$ cat config.mk
export PLATFORM = sky130hd
export DESIGN_NAME = seg7_scan_driver
export DESIGN_NICKNAME = d
export VERILOG_FILES = /design/src/rtl/seg7_scan_driver.sv
export SDC_FILE = /design/constraint.sdc
export NUM_CORES = 1
export LEC_CHECK = 0
export CORE_MARGIN = 8
export CORE_UTILIZATION = 43
export DETAILED_ROUTE_END_ITERATION = 12
export HOLD_SLACK_MARGIN = 0.08
export PLACE_DENSITY = 0.67
export SLEW_MARGIN = 10
export SYNTH_ARGS = -nofsm -noshare
export SYNTH_HDL_FRONTEND = slang
export SYNTH_SLANG_ARGS = --single-unit
$ cat constraint.sdc
create_clock -name clk -period 7.9 [get_ports clk]
set_clock_uncertainty 0.1 [all_clocks]
set_input_delay 1.58 -clock clk [delete_from_list [all_inputs] [get_ports clk]]
set_output_delay 1.58 -clock clk [all_outputs]
set_load 0.05 [all_outputs]
$ cat src/rtl/seg7_scan_driver.sv
`default_nettype none
// ============================================================================
// Module   : seg7_scan_driver
// Purpose  : Time-multiplexed driver for an 8-digit common-anode 7-segment
//            display. Shows a 32-bit value as 8 hex digits. The value is
//            sampled once per frame so every digit of a frame comes from the
//            same snapshot. The first BLANK cycles of each digit slot keep
//            all anodes off to suppress ghosting.
// Revision : 1.0 - initial release
// ----------------------------------------------------------------------------
// Ports
//   clk        in   1  system clock, rising edge
//   rst        in   1  synchronous reset, active-high
//   value      in  32  value to display, nibble k -> digit k (0 = rightmost)
//   dp_mask    in   8  decimal point enable per digit, bit k -> digit k
//   hold       in   1  1 = keep the current snapshot at frame start
//   an         out  8  digit anodes, active-low, an[k] = digit k
//   seg        out  7  segment cathodes, active-low, seg[0]=a .. seg[6]=g
//   dp         out  1  decimal point cathode, active-low
//   frame_tick out  1  one-cycle pulse at the start of every frame
// ----------------------------------------------------------------------------
// Parameters
//   PRESCALE   clk cycles per digit slot, must be >= 2
//   BLANK      blanked cycles at the start of each slot, 1 <= BLANK < PRESCALE
// ----------------------------------------------------------------------------
// Build option
//   SEG7_LEADING_ZERO_BLANK_EN  when defined, digits above the highest
//                               nonzero nibble of the snapshot stay dark.
//                               Digit 0 is always shown.
// ============================================================================
module seg7_scan_driver #(
  parameter int PRESCALE = 100000,
  parameter int BLANK    = 4
) (
  input  logic        clk,
  input  logic        rst,
  input  logic [31:0] value,
  input  logic [7:0]  dp_mask,
  input  logic        hold,
  output logic [7:0]  an,
  output logic [6:0]  seg,
  output logic        dp,
  output logic        frame_tick
);

  // --------------------------------------------------------------------------
  // Constants
  // --------------------------------------------------------------------------
  localparam int unsigned c_PW = (PRESCALE > 2) ? $clog2(PRESCALE) : 1;

  localparam logic [c_PW-1:0] c_PMAX  = c_PW'(PRESCALE - 1);
  localparam logic [c_PW-1:0] c_BLANK = c_PW'(BLANK);
  localparam logic [c_PW-1:0] c_PONE  = c_PW'(1);

  localparam logic [7:0] c_AN_OFF  = 8'hFF;
  localparam logic [6:0] c_SEG_OFF = 7'h7F;

  // --------------------------------------------------------------------------
  // Hex to segment map, active-high, bit order gfedcba
  // --------------------------------------------------------------------------
  function automatic logic [6:0] hex_to_seg(input logic [3:0] nib);
    logic [6:0] s;
    case (nib)
      4'h0:    s = 7'h3F;
      4'h1:    s = 7'h06;
      4'h2:    s = 7'h5B;
      4'h3:    s = 7'h4F;
      4'h4:    s = 7'h66;
      4'h5:    s = 7'h6D;
      4'h6:    s = 7'h7D;
      4'h7:    s = 7'h07;
      4'h8:    s = 7'h7F;
      4'h9:    s = 7'h6F;
      4'hA:    s = 7'h77;
      4'hB:    s = 7'h7C;
      4'hC:    s = 7'h39;
      4'hD:    s = 7'h5E;
      4'hE:    s = 7'h79;
      default: s = 7'h71;
    endcase
    return s;
  endfunction

  // --------------------------------------------------------------------------
  // State
  // --------------------------------------------------------------------------
  logic [c_PW-1:0] r_p;          // cycle within the current digit slot
  logic [2:0]      r_i;          // digit currently being scanned
  logic [31:0]     r_snap_val;   // frame-coherent copy of value
  logic [7:0]      r_snap_dp;    // frame-coherent copy of dp_mask
  logic [7:0]      r_an;
  logic [6:0]      r_seg;
  logic            r_dp;
  logic            r_frame_tick;

  // --------------------------------------------------------------------------
  // Combinational helpers
  // --------------------------------------------------------------------------
  logic            w_slot_end;
  logic            w_frame_start;
  logic            w_snap_load;
  logic            w_active;
  logic            w_show;
  logic [3:0]      w_nib;
  logic [6:0]      w_hex;
  logic [7:0]      w_an_nxt;
  logic [6:0]      w_seg_nxt;
  logic            w_dp_nxt;

  assign w_slot_end    = (r_p == c_PMAX);
  assign w_frame_start = (r_p == '0) && (r_i == 3'd0);
  assign w_snap_load   = w_frame_start && !hold;

  // The snapshot changes on the edge that ends p==0 of digit 0. Output for
  // that slot stays blank until p reaches BLANK (>= 1), so the swap is never
  // visible part-way through a digit.
  assign w_active      = (r_p >= c_BLANK);

  assign w_nib         = r_snap_val[{r_i, 2'b00} +: 4];
  assign w_hex         = hex_to_seg(w_nib);

`ifdef SEG7_LEADING_ZERO_BLANK_EN
  // Highest nonzero nibble of the snapshot; stays 0 for an all-zero value
  // so digit 0 is always lit.
  logic [2:0] w_h;

  always_comb begin
    w_h = 3'd0;
    for (int k = 1; k < 8; k++) begin
      if (r_snap_val[4*k +: 4] != 4'h0) begin
        w_h = 3'(k);
      end
    end
  end

  assign w_show = (r_i <= w_h);
`else
  assign w_show = 1'b1;
`endif

  // --------------------------------------------------------------------------
  // Next output value, registered below for one cycle of latency
  // --------------------------------------------------------------------------
  always_comb begin
    w_an_nxt  = c_AN_OFF;
    w_seg_nxt = c_SEG_OFF;
    w_dp_nxt  = 1'b1;
    if (w_active && w_show) begin
      w_an_nxt  = ~(8'h01 << r_i);
      w_seg_nxt = ~w_hex;
      w_dp_nxt  = ~r_snap_dp[r_i];
    end
  end

  // --------------------------------------------------------------------------
  // Prescaler and digit index
  // --------------------------------------------------------------------------
  always_ff @(posedge clk) begin
    if (rst) begin
      r_p <= '0;
      r_i <= 3'd0;
    end else if (w_slot_end) begin
      r_p <= '0;
      r_i <= r_i + 3'd1;   // natural 3-bit wrap from digit 7 to digit 0
    end else begin
      r_p <= r_p + c_PONE;
    end
  end

  // --------------------------------------------------------------------------
  // Frame snapshot
  // --------------------------------------------------------------------------
  always_ff @(posedge clk) begin
    if (rst) begin
      r_snap_val <= 32'h0;
      r_snap_dp  <= 8'h0;
    end else if (w_snap_load) begin
      r_snap_val <= value;
      r_snap_dp  <= dp_mask;
    end
  end

  // --------------------------------------------------------------------------
  // Registered outputs
  // --------------------------------------------------------------------------
  always_ff @(posedge clk) begin
    if (rst) begin
      r_an         <= c_AN_OFF;
      r_seg        <= c_SEG_OFF;
      r_dp         <= 1'b1;
      r_frame_tick <= 1'b0;
    end else begin
      r_an         <= w_an_nxt;
      r_seg        <= w_seg_nxt;
      r_dp         <= w_dp_nxt;
      r_frame_tick <= w_frame_start;   // pulses even while hold is set
    end
  end

  assign an         = r_an;
  assign seg        = r_seg;
  assign dp         = r_dp;
  assign frame_tick = r_frame_tick;

endmodule
`default_nettype wire

# Yosys cells after proc, flatten, opt, wreduce, memory -nomap -nowiden
# Memory sizes are Yosys's and may differ from the RTL's.
# Cells that the tools add are included.
[totals] romBits=112 ff_bits=77 memories=1 inputBits=43
[mem_list] name="(no name shown)" depth=16 width=7 rd=1 rd_ports_with_merged_regs=0 write_ports=0 line="63" text="case (nib)"
[classes] n_eq_ne=1 shifts=2 add_sub_neg=2 order_cmp=2 n_mux=2 n_bitwise=4 reduce_logical=7
[ops] operator="$shiftx 32x6->4" n=1
[ops] operator="$add 17x1->17 const B" n=1
[ops] operator="$eq 17x17->1 const B" n=1
[ops] operator="$ge 17x3->1 const B" n=1
[ops] operator="$logic_not 17->1" n=1
[ops] operator="$not 8->8" n=1
[ops] operator="$shl 1x3->8 const A" n=1
[ops] operator="$not 7->7" n=1
[ops] operator="$lt 3x4->1 const B" n=1
[ops] operator="$reduce_or 2->1" n=2
[ops] operator="$add 3x1->3 const B" n=1
[ops] operator="$bmux 1 s3" n=1
[ops] operator="$logic_not 3->1" n=1
[ops] operator="$logic_and 1x1->1" n=2
[ops] operator="$not 1->1" n=2
[ops] operator="$logic_not 1->1" n=1
[ops] operator="$mux 1" n=1

# Logic depth before layout (Yosys ltp)
# Gate-level depths: netlist (run 1).
[depth] ltp_word=3 ltp_mapped=10

# Least setup slack after synthesis (run 1)
# OpenSTA, ideal clock, no wires.
[synth_timing] path_kind="input port to flip-flop" startpoint="input hold" endpoint="register r_snap_dp[1]" arrival_time_ps=2470 path_slack_ps=5198 path_stages=5 n_path_buf=2 required_time_ps=7668 path_cell_list="or4_4 > buf_6 > buf_6 > nand2_2 > a21oi_1"
[synth_via] elab_chain_cells=2
[synth_lines] item="start, declared" line="39" text="input logic hold,"
[synth_lines] item="$logic_not 1->1" line="112" text="assign w_snap_load = w_frame_start && !hold;"
[synth_lines] item="$logic_and 1x1->1" line="112"
[synth_lines] item="end signal, assigned" line="179" text="r_snap_dp <= dp_mask;"
[synth_lines] item="end, declared" line="90" text="logic [7:0] r_snap_dp;"
# No other way between the ends.
# A chain may end at the register's enable or synchronous reset.

# Final worst setup path (run 1)
[layout_timing] startpoint="register r_i[0]" endpoint="register r_seg[3], in the netlist seg[3]"
[layout_via] elab_chain_cells=3
[layout_lines] item="start, declared" line="88" text="logic [2:0] r_i;"
[layout_lines] item="start signal, assigned" line="164" text="r_i <= r_i + 3'd1;"
[layout_lines] item="$shiftx 32x6->4" line="119" text="assign w_nib = r_snap_val[{r_i, 2'b00} +: 4];"
[layout_lines] item="$mem_v2 16x7"
[layout_lines] item="$not 7->7" line="150" text="w_seg_nxt = ~w_hex;"
[layout_lines] item="end signal, assigned" line="189" text="r_seg <= c_SEG_OFF;"
[layout_lines] item="end signal, assigned" line="194" text="r_seg <= w_seg_nxt;"
[layout_lines] item="end, declared" line="92" text="logic [6:0] r_seg;"
# No other way between the ends.

==> summary.md, run 1 <==
| Metric | Value |
|---|---|
| Synth async-reset ratio | `0` |
| FMAX | `0.3030 GHz` |
| Crit-path max FO | `16` |
| Die area | `11070 um^2` |
| Period utilization | `0.4178` |
| DR vias | `2665` |
| PostCTS Resize Cnt | `0` |
| Worst VDD drop | `0.0001287 V` |
| Unrepaired setup endpoints after global routing | `no` |
| Total grt overflow | `0` |
| Setup TNS Final | `0 ns` |
| CTS Hold Bufs | `0` |
| Placer Congestion | `0.8220` |
| Starting Density | `0.4430` |
| Fill count | `700` |
| Yosys warning count | `0` |
| Critical Path, Cell by Cell | `mux4_2 > mux2i_1 > inv_1 > ha_1 > inv_1 > nor3_1 > a2111oi_0 > a31oi_1` |
| Vias per Instance | `4.963` |
| Critical path launch point type | `flip-flop` |
| Largest net degree at the start of global routing | `49` |
| Slew Viols, Final | `0` |
| Multi-input gate area | `1719 um^2` |
| Syn nets | `437` |
| FF+latch area | `1541 um^2` |
| Placed cells | `522` |
| Die Y | `105.2 um` |
| Mapped Area | `3423 um^2` |
| Register area share after synthesis | `0.4503` |
| Avg Cell Area, Syn | `9.009 um^2` |
| Clk_lat worst skew | `0.34 ns` |
| Diode count | `0` |
| Detailed Route WL | `7326 um` |
| Yosys reg bits | `77` |
| Wire length per cell | `13.64 um` |
| Critical path class | `reg2reg` |
| Area added between synthesis and finish | `24.42%` |
| Core box area | `7727 um^2` |
| # port buffers | `59` |
| Share of cells above drive strength 1 | `0.09195` |
| Hold Vio Cnt, Final | `0` |
| Number of flops mapped to enable cells by yosys | `0` |
| Clock Sinks | `77` |
| Rows | `32` |
| WP data required | `7.99 ns` |
| Post CTS Setup Buffer Count | `0` |
| Worst-Margin Slew | `0.9949 ns` |
| Total Routing Usage GR | `0.1394` |
| Vias in the first global route | `2756` |
| Crit path time final | `3.300 ns` |
| Post-route insts no fill | `537` |
| Arrival time at the worst endpoint | `3.39 ns` |
| Leakage power | `0.001581 uW` |
| I/O pins | `60` |
| Cts bufs inserted | `9` |
| Status | `finished clean` |
| Starting DRT DRC Count | `113` |
| # Max-Cap Violations | `0` |
| Root buffer cell | `clkbuf_8` |
| Fin nets | `488` |
| Critical Path Most Common Cell | `inv_1` |
| Final-report setup violation count | `0` |
| Drt pass-1 iters | `4` |
| Synth Instances | `380` |
| Clock buffer depth | `2` |
| Critical Path End Type | `flip-flop` |
| Post-DP HPWL | `5301 um` |
| Ys flop type | `dfxtp_1` |
| CTS tree | `yes` |
| Crit-path max cell delay | `0.98 ns` |
| Pwr/cell area | `201.5 nW/um^2` |
| Relative slew slack | `0.3359` |
| Fin worst setup slack | `4.600 ns` |
| First-pass GRT wire length | `12810 um` |
| Worst slack, placed | `4.557 ns` |
| HP Class | `reg2reg` |
| Clock-pin slew on the worst setup and hold paths | `0.08 ns` |
| Initial antenna violation count | `0` |
| H-tree depth | `3` |
| Chip width | `105.2 um` |
| Count of cell types in the netlist | `42` |
| Residual DRC count | `0` |
| Post-route ant nets | `0` |
| CP max stage cell | `dfxtp_1` |
worst max-delay path: cells and delay by family (launching register included):
kind,cells,cell delay [ns]
multiplexers,2,1.06
flip-flops,1,0.98
AO/OA/AOI/OAI,2,0.44
buffers and inverters,2,0.27
adder cells (fa/ha/maj),1,0.22
AND/OR/NAND/NOR,1,0.08
where the power goes:
| group | internal [uW] | total [uW] | switching [uW] |
|---|---|---|---|
| Combinational | 44.9 | 98.3 | 53.3 |
| Sequential | 405 | 415 | 9.79 |
| Clock | 207 | 345 | 138 |
through the flow:
step | total power [uW] | instance area, um^2 | util | hold WS, ns
floorplan | 488.8 | 3423 | - | 0.3286
global route | 897.4 | 4259 | 0.5512 | 0.3666
detailed placement | 522.9 | 4031 | 0.5217 | 0.3442
finish | 858.4 | 4259 | 0.5512 | 0.3519
CTS | 864.8 | 4259 | 0.5512 | 0.3546
global placement | 521.6 | 4031 | 0.5217 | 0.3367
per-layer routing:
layer	up-vias	track usage	part of all wire	wire length, um
met1	1213	0.1637	0.45	3285
li1	1384	-	-	-
met2	63	0.2374	0.48	3548
met4	0	0.03364	0.0085	62
met3	5	0.04872	0.058	428
met5	-	0	0	0
cell families (layout without fill, tap and decap cells):
kind of cell,Yosys count,after routing,share of synthesized area
AND/OR/NAND/NOR,165,165,0.2226
flip-flops,77,77,0.4503
XOR/XNOR,16,16,0.04094
AO/OA/AOI/OAI,58,58,0.09905
buffers and inverters,31,86,0.05007
adder cells (fa/ha/maj),14,14,0.05117
multiplexers,19,19,0.08589
cell usage after synthesis, types with 2 or more instances:
library cell | count | share of area
nand2_1 | 87 | 0.095
dfxtp_1 | 77 | 0.45
a21oi_1 | 42 | 0.061
nor2_1 | 29 | 0.032
ha_1 | 14 | 0.051
nand3_1 | 13 | 0.019
mux2i_1 | 10 | 0.029
nand2_2 | 10 | 0.018
inv_1 | 9 | 0.0099
mux4_2 | 8 | 0.053
xnor2_1 | 8 | 0.020
xor2_1 | 8 | 0.020
buf_2 | 7 | 0.010
clkbuf_1 | 6 | 0.0066
buf_6 | 5 | 0.016
nor2b_1 | 4 | 0.0073
nor3_1 | 4 | 0.0058
nor4_1 | 4 | 0.0073
a221o_1 | 3 | 0.0088
and4_1 | 3 | 0.0077
a22o_1 | 2 | 0.0051
a22oi_1 | 2 | 0.0044
and2_1 | 2 | 0.0037
buf_4 | 2 | 0.0044
nand4_1 | 2 | 0.0037
o21ai_0 | 2 | 0.0029
or4_4 | 2 | 0.0066
path summary, 6_finish.rpt:
kind / from / endpoint / slack, ns / cells past startpoint
worst max-delay path: r_i[0] / seg[3] / 4.60 / 8
worst min-delay path: r_snap_val[29] / r_snap_val[29] / 0.35 / 2
worst max register to register: r_i[0] / seg[3] / 4.60 / 8
worst min register to register: r_snap_val[29] / r_snap_val[29] / 0.35 / 2
cells in the final DEF (no fill, tap or decap), types with 3 or more instances in the layout:
cell / netlist / routed
nor3_1: 4 / 4
nor4_1: 4 / 4
bufinv_16: 0 / 3
nand2_2: 10 / 10
mux4_2: 8 / 8
nor2b_1: 4 / 4
a21oi_1: 42 / 42
clkdlybuf4s50_1: 0 / 59
inv_1: 9 / 9
a221o_1: 3 / 3
nor2_1: 29 / 29
xor2_1: 8 / 8
and4_1: 3 / 3
mux2i_1: 10 / 10
xnor2_1: 8 / 8
dfxtp_1: 77 / 77
nand3_1: 13 / 13
ha_1: 14 / 14
clkbuf_8: 0 / 9
nand2_1: 87 / 87
sequential cells by signal (all words and copies together), names as in the netlist:
signal / count
an: 8
dp: 1
frame_tick: 1
r_i: 3
r_p: 17
r_snap_dp: 8
r_snap_val: 32
seg: 7
layout make-up:
cell class,instances,area share
well taps,102,0.02996
flip-flops and latches,77,0.3619
inverters,10,0.008813
clock buffers,10,0.02996
multi-input cells,272,0.4036
clock inverters,5,0.02350
repair buffers,61,0.1422
No activity file was read; power rests on OpenSTA's default activity.
==> run 2, diff against run 1 <==
- PLACE_DENSITY: 0.67 -> 0.7
- clock period: 7.9 -> 2.95 ns (I/O delays scaled with it)
==> summary.md, run 2 (same netlist as run 1, synthesis figures left out) <==
| Metric | Value |
|---|---|
| Residual DRC count | `0` |
| Die Y | `105.2 um` |
| # port buffers | `59` |
| Diode count | `0` |
| WP data required | `3.04 ns` |
| Post-route ant nets | `0` |
| Hold WS | `0.3559 ns` |
| Commonest non-fill, non-tap cell in the layout | `nand2_1` |
| Area added between synthesis and finish | `24.78%` |
| Die area | `11070 um^2` |
| Unrepaired setup endpoints after global routing | `no` |
| Starting DRT DRC Count | `94` |
| Detailed Route WL | `7491 um` |
| Core box area | `7727 um^2` |
| FMAX | `0.3993 GHz` |
| Clock buffer depth | `2` |
| Post-route insts no fill | `545` |
| CTS tree | `yes` |
| Drt pass-1 iters | `4` |
| Period utilization | `0.8490` |
| HP Class | `reg2reg` |
| First-pass GRT wire length | `12960 um` |
| Post CTS Setup Buffer Count | `0` |
| Critical Path Most Common Cell | `inv_1` |
| I/O pins | `60` |
| Vias in the first global route | `2785` |
| Biggest register | `r_snap_val` |
| Vias per Instance | `5.006` |
| Relative slew slack | `0.4979` |
| Final-report setup violation count | `0` |
| Setup TNS Final | `0 ns` |
| Fin nets | `496` |
| Wire length per cell | `13.74 um` |
| Top Registers | `r_snap_val: 32 flops, r_p: 17 flops` |
| Placer Congestion | `0.8589` |
| Leakage power | `0.001595 uW` |
| Clock-pin slew on the worst setup and hold paths | `0.08 ns` |
| Post-DP HPWL | `5686 um` |
| Initial antenna violation count | `0` |
| DR vias | `2728` |
| CTS Hold Bufs | `0` |
| Placed cells | `530` |
| # Max-Cap Violations | `0` |
| Critical Path End Type | `flip-flop` |
| Total grt overflow | `0` |
| H-tree depth | `3` |
| CP max stage cell | `dfxtp_1` |
| Clk_lat worst skew | `0.34 ns` |
| Slew Viols, Final | `0` |
| Share of cells above drive strength 1 | `0.1084` |
| Max FFs per register | `32` |
| Critical path launch point type | `flip-flop` |
| Hold Vio Cnt, Final | `0` |
| Most frequent cells in the layout | `nand2_1, dfxtp_1, clkdlybuf4s50_1` |
| Status | `finished clean` |
| Critical Path, Cell by Cell | `mux4_2 > mux2i_1 > inv_1 > ha_1 > inv_1 > nor3_1 > a2111oi_0 > a31oi_1` |
| Worst VDD drop | `0.0003758 V` |
| Starting Density | `0.4430` |
| Crit-path max FO | `9` |
| Largest net degree at the start of global routing | `41` |
| Total Routing Usage GR | `0.1406` |
| Root buffer cell | `clkbuf_8` |
| Clock Sinks | `77` |
| Cts bufs inserted | `9` |
| Critical path class | `reg2reg` |
| Pwr/cell area | `498.9 nW/um^2` |
| Crit path time final | `2.505 ns` |
| Rows | `32` |
| Crit-path max cell delay | `0.61 ns` |
| Chip width | `105.2 um` |
| PostCTS Resize Cnt | `0` |
| Arrival time at the worst endpoint | `2.60 ns` |
| Worst-Margin Slew | `0.7503 ns` |
-- run 2: power by group --
part | internal [uW] | switching [uW]
logic | 127 | 145
clock network | 382 | 363
registers | 1090 | 29.1
-- run 2: path summary, 6_finish.rpt --
| check | start | to | slack, ns | depth (start not counted) |
|---|---|---|---|---|
| setup / recovery | r_i[0] | seg[3] | 0.45 | 8 |
| hold / removal | r_snap_dp[2] | r_snap_dp[2] | 0.36 | 2 |
| setup reg to reg | r_i[0] | seg[3] | 0.45 | 8 |
| hold reg to reg | r_snap_dp[2] | r_snap_dp[2] | 0.36 | 2 |
-- run 2: metrics by stage --
step	util	total power, uW	setup WS [ns]	instance area (um^2)
finish	0.5528	2131	0.4454	4272
CTS	0.5528	2150	0.4328	4272
floorplan	-	1309	0.3673	3423
global placement	0.5295	1407	0.5115	4091
global route	0.5528	2226	0.2001	4272
detailed placement	0.5295	1412	0.4432	4091
-- run 2: worst max-delay path, delay by kind of cell, from the launching register on --
family                     cells  cell delay (ns)
muxes                          2             0.75
DFF                            1             0.61
AOI/OAI and AO/OA              2             0.42
buffers and inverters          2             0.20
adders and majority gates      1             0.19
and+or+nand+nor                1             0.08
-- run 2: metal layers --
| layer | GRT usage | share of wire | up-vias |
|---|---|---|---|
| met5 | 0 | 0 | - |
| met4 | 0.04689 | 0.017 | 0 |
| met3 | 0.04629 | 0.053 | 14 |
| met2 | 0.2446 | 0.50 | 55 |
| met1 | 0.1578 | 0.43 | 1259 |
| li1 | - | - | 1400 |
-- run 2: cell type report --
| class | instances | area, um^2 |
|---|---|---|
| fillers | 699 | 3456 |
| multi-input cells | 272 | 1719 |
| flip-flops and latches | 77 | 1541 |
| repair buffers | 69 | 665.6 |
| clock buffers | 10 | 127.6 |
| well taps | 102 | 127.6 |
| clock inverters | 5 | 52.55 |
| inverters | 10 | 37.54 |
==> run 3, diff against run 2 <==
- PLACE_DENSITY: 0.7 -> 0.67
- clock period: 2.95 -> 2.6 ns (I/O delays scaled with it)
==> summary.md, run 3 (same netlist as run 1, synthesis figures left out) <==
| Metric | Value |
|---|---|
| Status | `finished clean` |
| Unrepaired setup endpoints after global routing | `no` |
| Chip width | `105.2 um` |
| HP Class | `reg2reg` |
| Critical Path, Cell by Cell | `buf_4 > inv_1 > ha_1 > nand3_1 > or4_4 > nand2_1 > a21oi_1` |
| Drt pass-1 iters | `5` |
| Core box area | `7727 um^2` |
| Commonest non-fill, non-tap cell in the layout | `nand2_1` |
| First-pass GRT wire length | `12920 um` |
| Area added between synthesis and finish | `26.24%` |
| Critical path launch point type | `flip-flop` |
| FMAX | `0.4191 GHz` |
| PostCTS Resize Cnt | `0` |
| Share of cells above drive strength 1 | `0.1205` |
| Starting Density | `0.4430` |
| CTS Hold Bufs | `0` |
| Post-DP HPWL | `5720 um` |
| Cts bufs inserted | `9` |
| Worst slack, placed | `0.2433 ns` |
| Starting DRT DRC Count | `83` |
| Most frequent cells in the layout | `nand2_1, dfxtp_1, clkdlybuf4s50_1` |
| Vias per Instance | `4.951` |
| Final-report setup violation count | `0` |
| Multi-input gate area | `1719 um^2` |
| Arrival time at the worst endpoint | `2.50 ns` |
| Pwr/cell area | `570.2 nW/um^2` |
| Crit-path max FO | `40` |
| Relative slew slack | `0.5636` |
| Fin worst setup slack | `0.2139 ns` |
| Clock buffer depth | `2` |
| Hold WS | `0.3538 ns` |
| Post CTS Setup Buffer Count | `0` |
| Initial antenna violation count | `0` |
| # Max-Cap Violations | `0` |
| Largest net degree at the start of global routing | `41` |
| Setup TNS Final | `0 ns` |
| Crit-path max cell delay | `0.71 ns` |
| Diode count | `0` |
| H-tree depth | `3` |
| Wire length per cell | `13.81 um` |
| Leakage power | `0.001620 uW` |
| Max FFs per register | `32` |
| Clock-pin slew on the worst setup and hold paths | `0.07 ns` |
| Top Registers | `r_snap_val: 32 flops, r_p: 17 flops` |
| Clk_lat worst skew | `0.34 ns` |
| Fill count | `688` |
| FF+latch area | `1541 um^2` |
| CTS tree | `yes` |
| Total Routing Usage GR | `0.1410` |
| Vias in the first global route | `2759` |
| Post-route ant nets | `0` |
| Critical path class | `reg2reg` |
| Total grt overflow | `0` |
| DR vias | `2723` |
| Die area | `11070 um^2` |
| CP max stage cell | `or4_4` |
| Clock Sinks | `77` |
| Final Util | `0.5593` |
| Detailed Route WL | `7594 um` |
| Biggest register | `r_snap_val` |
| Critical Path End Type | `flip-flop` |
| WP data required | `2.71 ns` |
| Fin nets | `500` |
| # port buffers | `59` |
| Placer Congestion | `0.8465` |
| Worst-Margin Slew | `0.6532 ns` |
| Die Y | `105.2 um` |
| Crit path time final | `2.386 ns` |
| Period utilization | `0.9177` |
| I/O pins | `60` |
| Root buffer cell | `clkbuf_8` |
| Residual DRC count | `0` |
| Rows | `32` |
| Slew Viols, Final | `0` |
| Hold Vio Cnt, Final | `0` |
| Worst VDD drop | `0.0003439 V` |
[run 3: cell types whose count changed in the layout (fill, tap and decap cells not counted), sizes merged]
cell,previous run,this run
clkinv,4,3
clkinvlp,1,3
buf,10,14
[run 3: worst paths after layout]
check	from	endpoint	slack, ns	cells after the start
worst max register to register	r_i[1]	r_snap_val[20]	0.21	7
worst max-delay path	r_i[1]	r_snap_val[20]	0.21	7
worst min register to register	r_snap_val[4]	r_snap_val[4]	0.35	2
worst min-delay path	r_snap_val[4]	r_snap_val[4]	0.35	2
[run 3: metal layers]
layer / GRT usage / share of wire / up-vias / wire length, um
met4: 0.05810 / 0.011 / 0 / 85
met5: 0 / 0 / - / 0
li1: - / - / 1413 / -
met2: 0.2307 / 0.48 / 50 / 3637
met1: 0.1727 / 0.46 / 1254 / 3523
met3: 0.03593 / 0.046 / 6 / 348
[run 3: layout make-up]
class	count	area share
clock buffers	10	0.03185
clock inverters	6	0.01448
inverters	10	0.008686
multi-input cells	272	0.3978
flip-flops and latches	77	0.3567
well taps	102	0.02953
repair buffers	73	0.1610
[run 3: critical path, delay by kind of cell (launching register included)]
| family | cells | cell delay, ns |
|---|---|---|
| AO/OA/AOI/OAI | 1 | 0.07 |
| flip-flops | 1 | 0.45 |
| adder cells (fa/ha/maj) | 1 | 0.24 |
| AND/OR/NAND/NOR | 3 | 1.07 |
| buffers and inverters | 2 | 0.32 |
[run 3: where the power goes]
part	leakage, uW	internal (uW)	switching, uW
sequential	0.000626	1230	31.5
combinational	0.000900	144	166
clock	0.0000943	466	425
total	0.00162	1840	623
[run 3: per-stage QoR]
stage,instance area [um^2],power [uW],std cells
4_1_cts,4322,2487,550
3_5_place_dp,4121,1603,534
5_1_grt,4322,2585,550
3_3_place_gp,4121,1597,534
2_1_floorplan,3423,1485,380
6_report,4322,2464,550
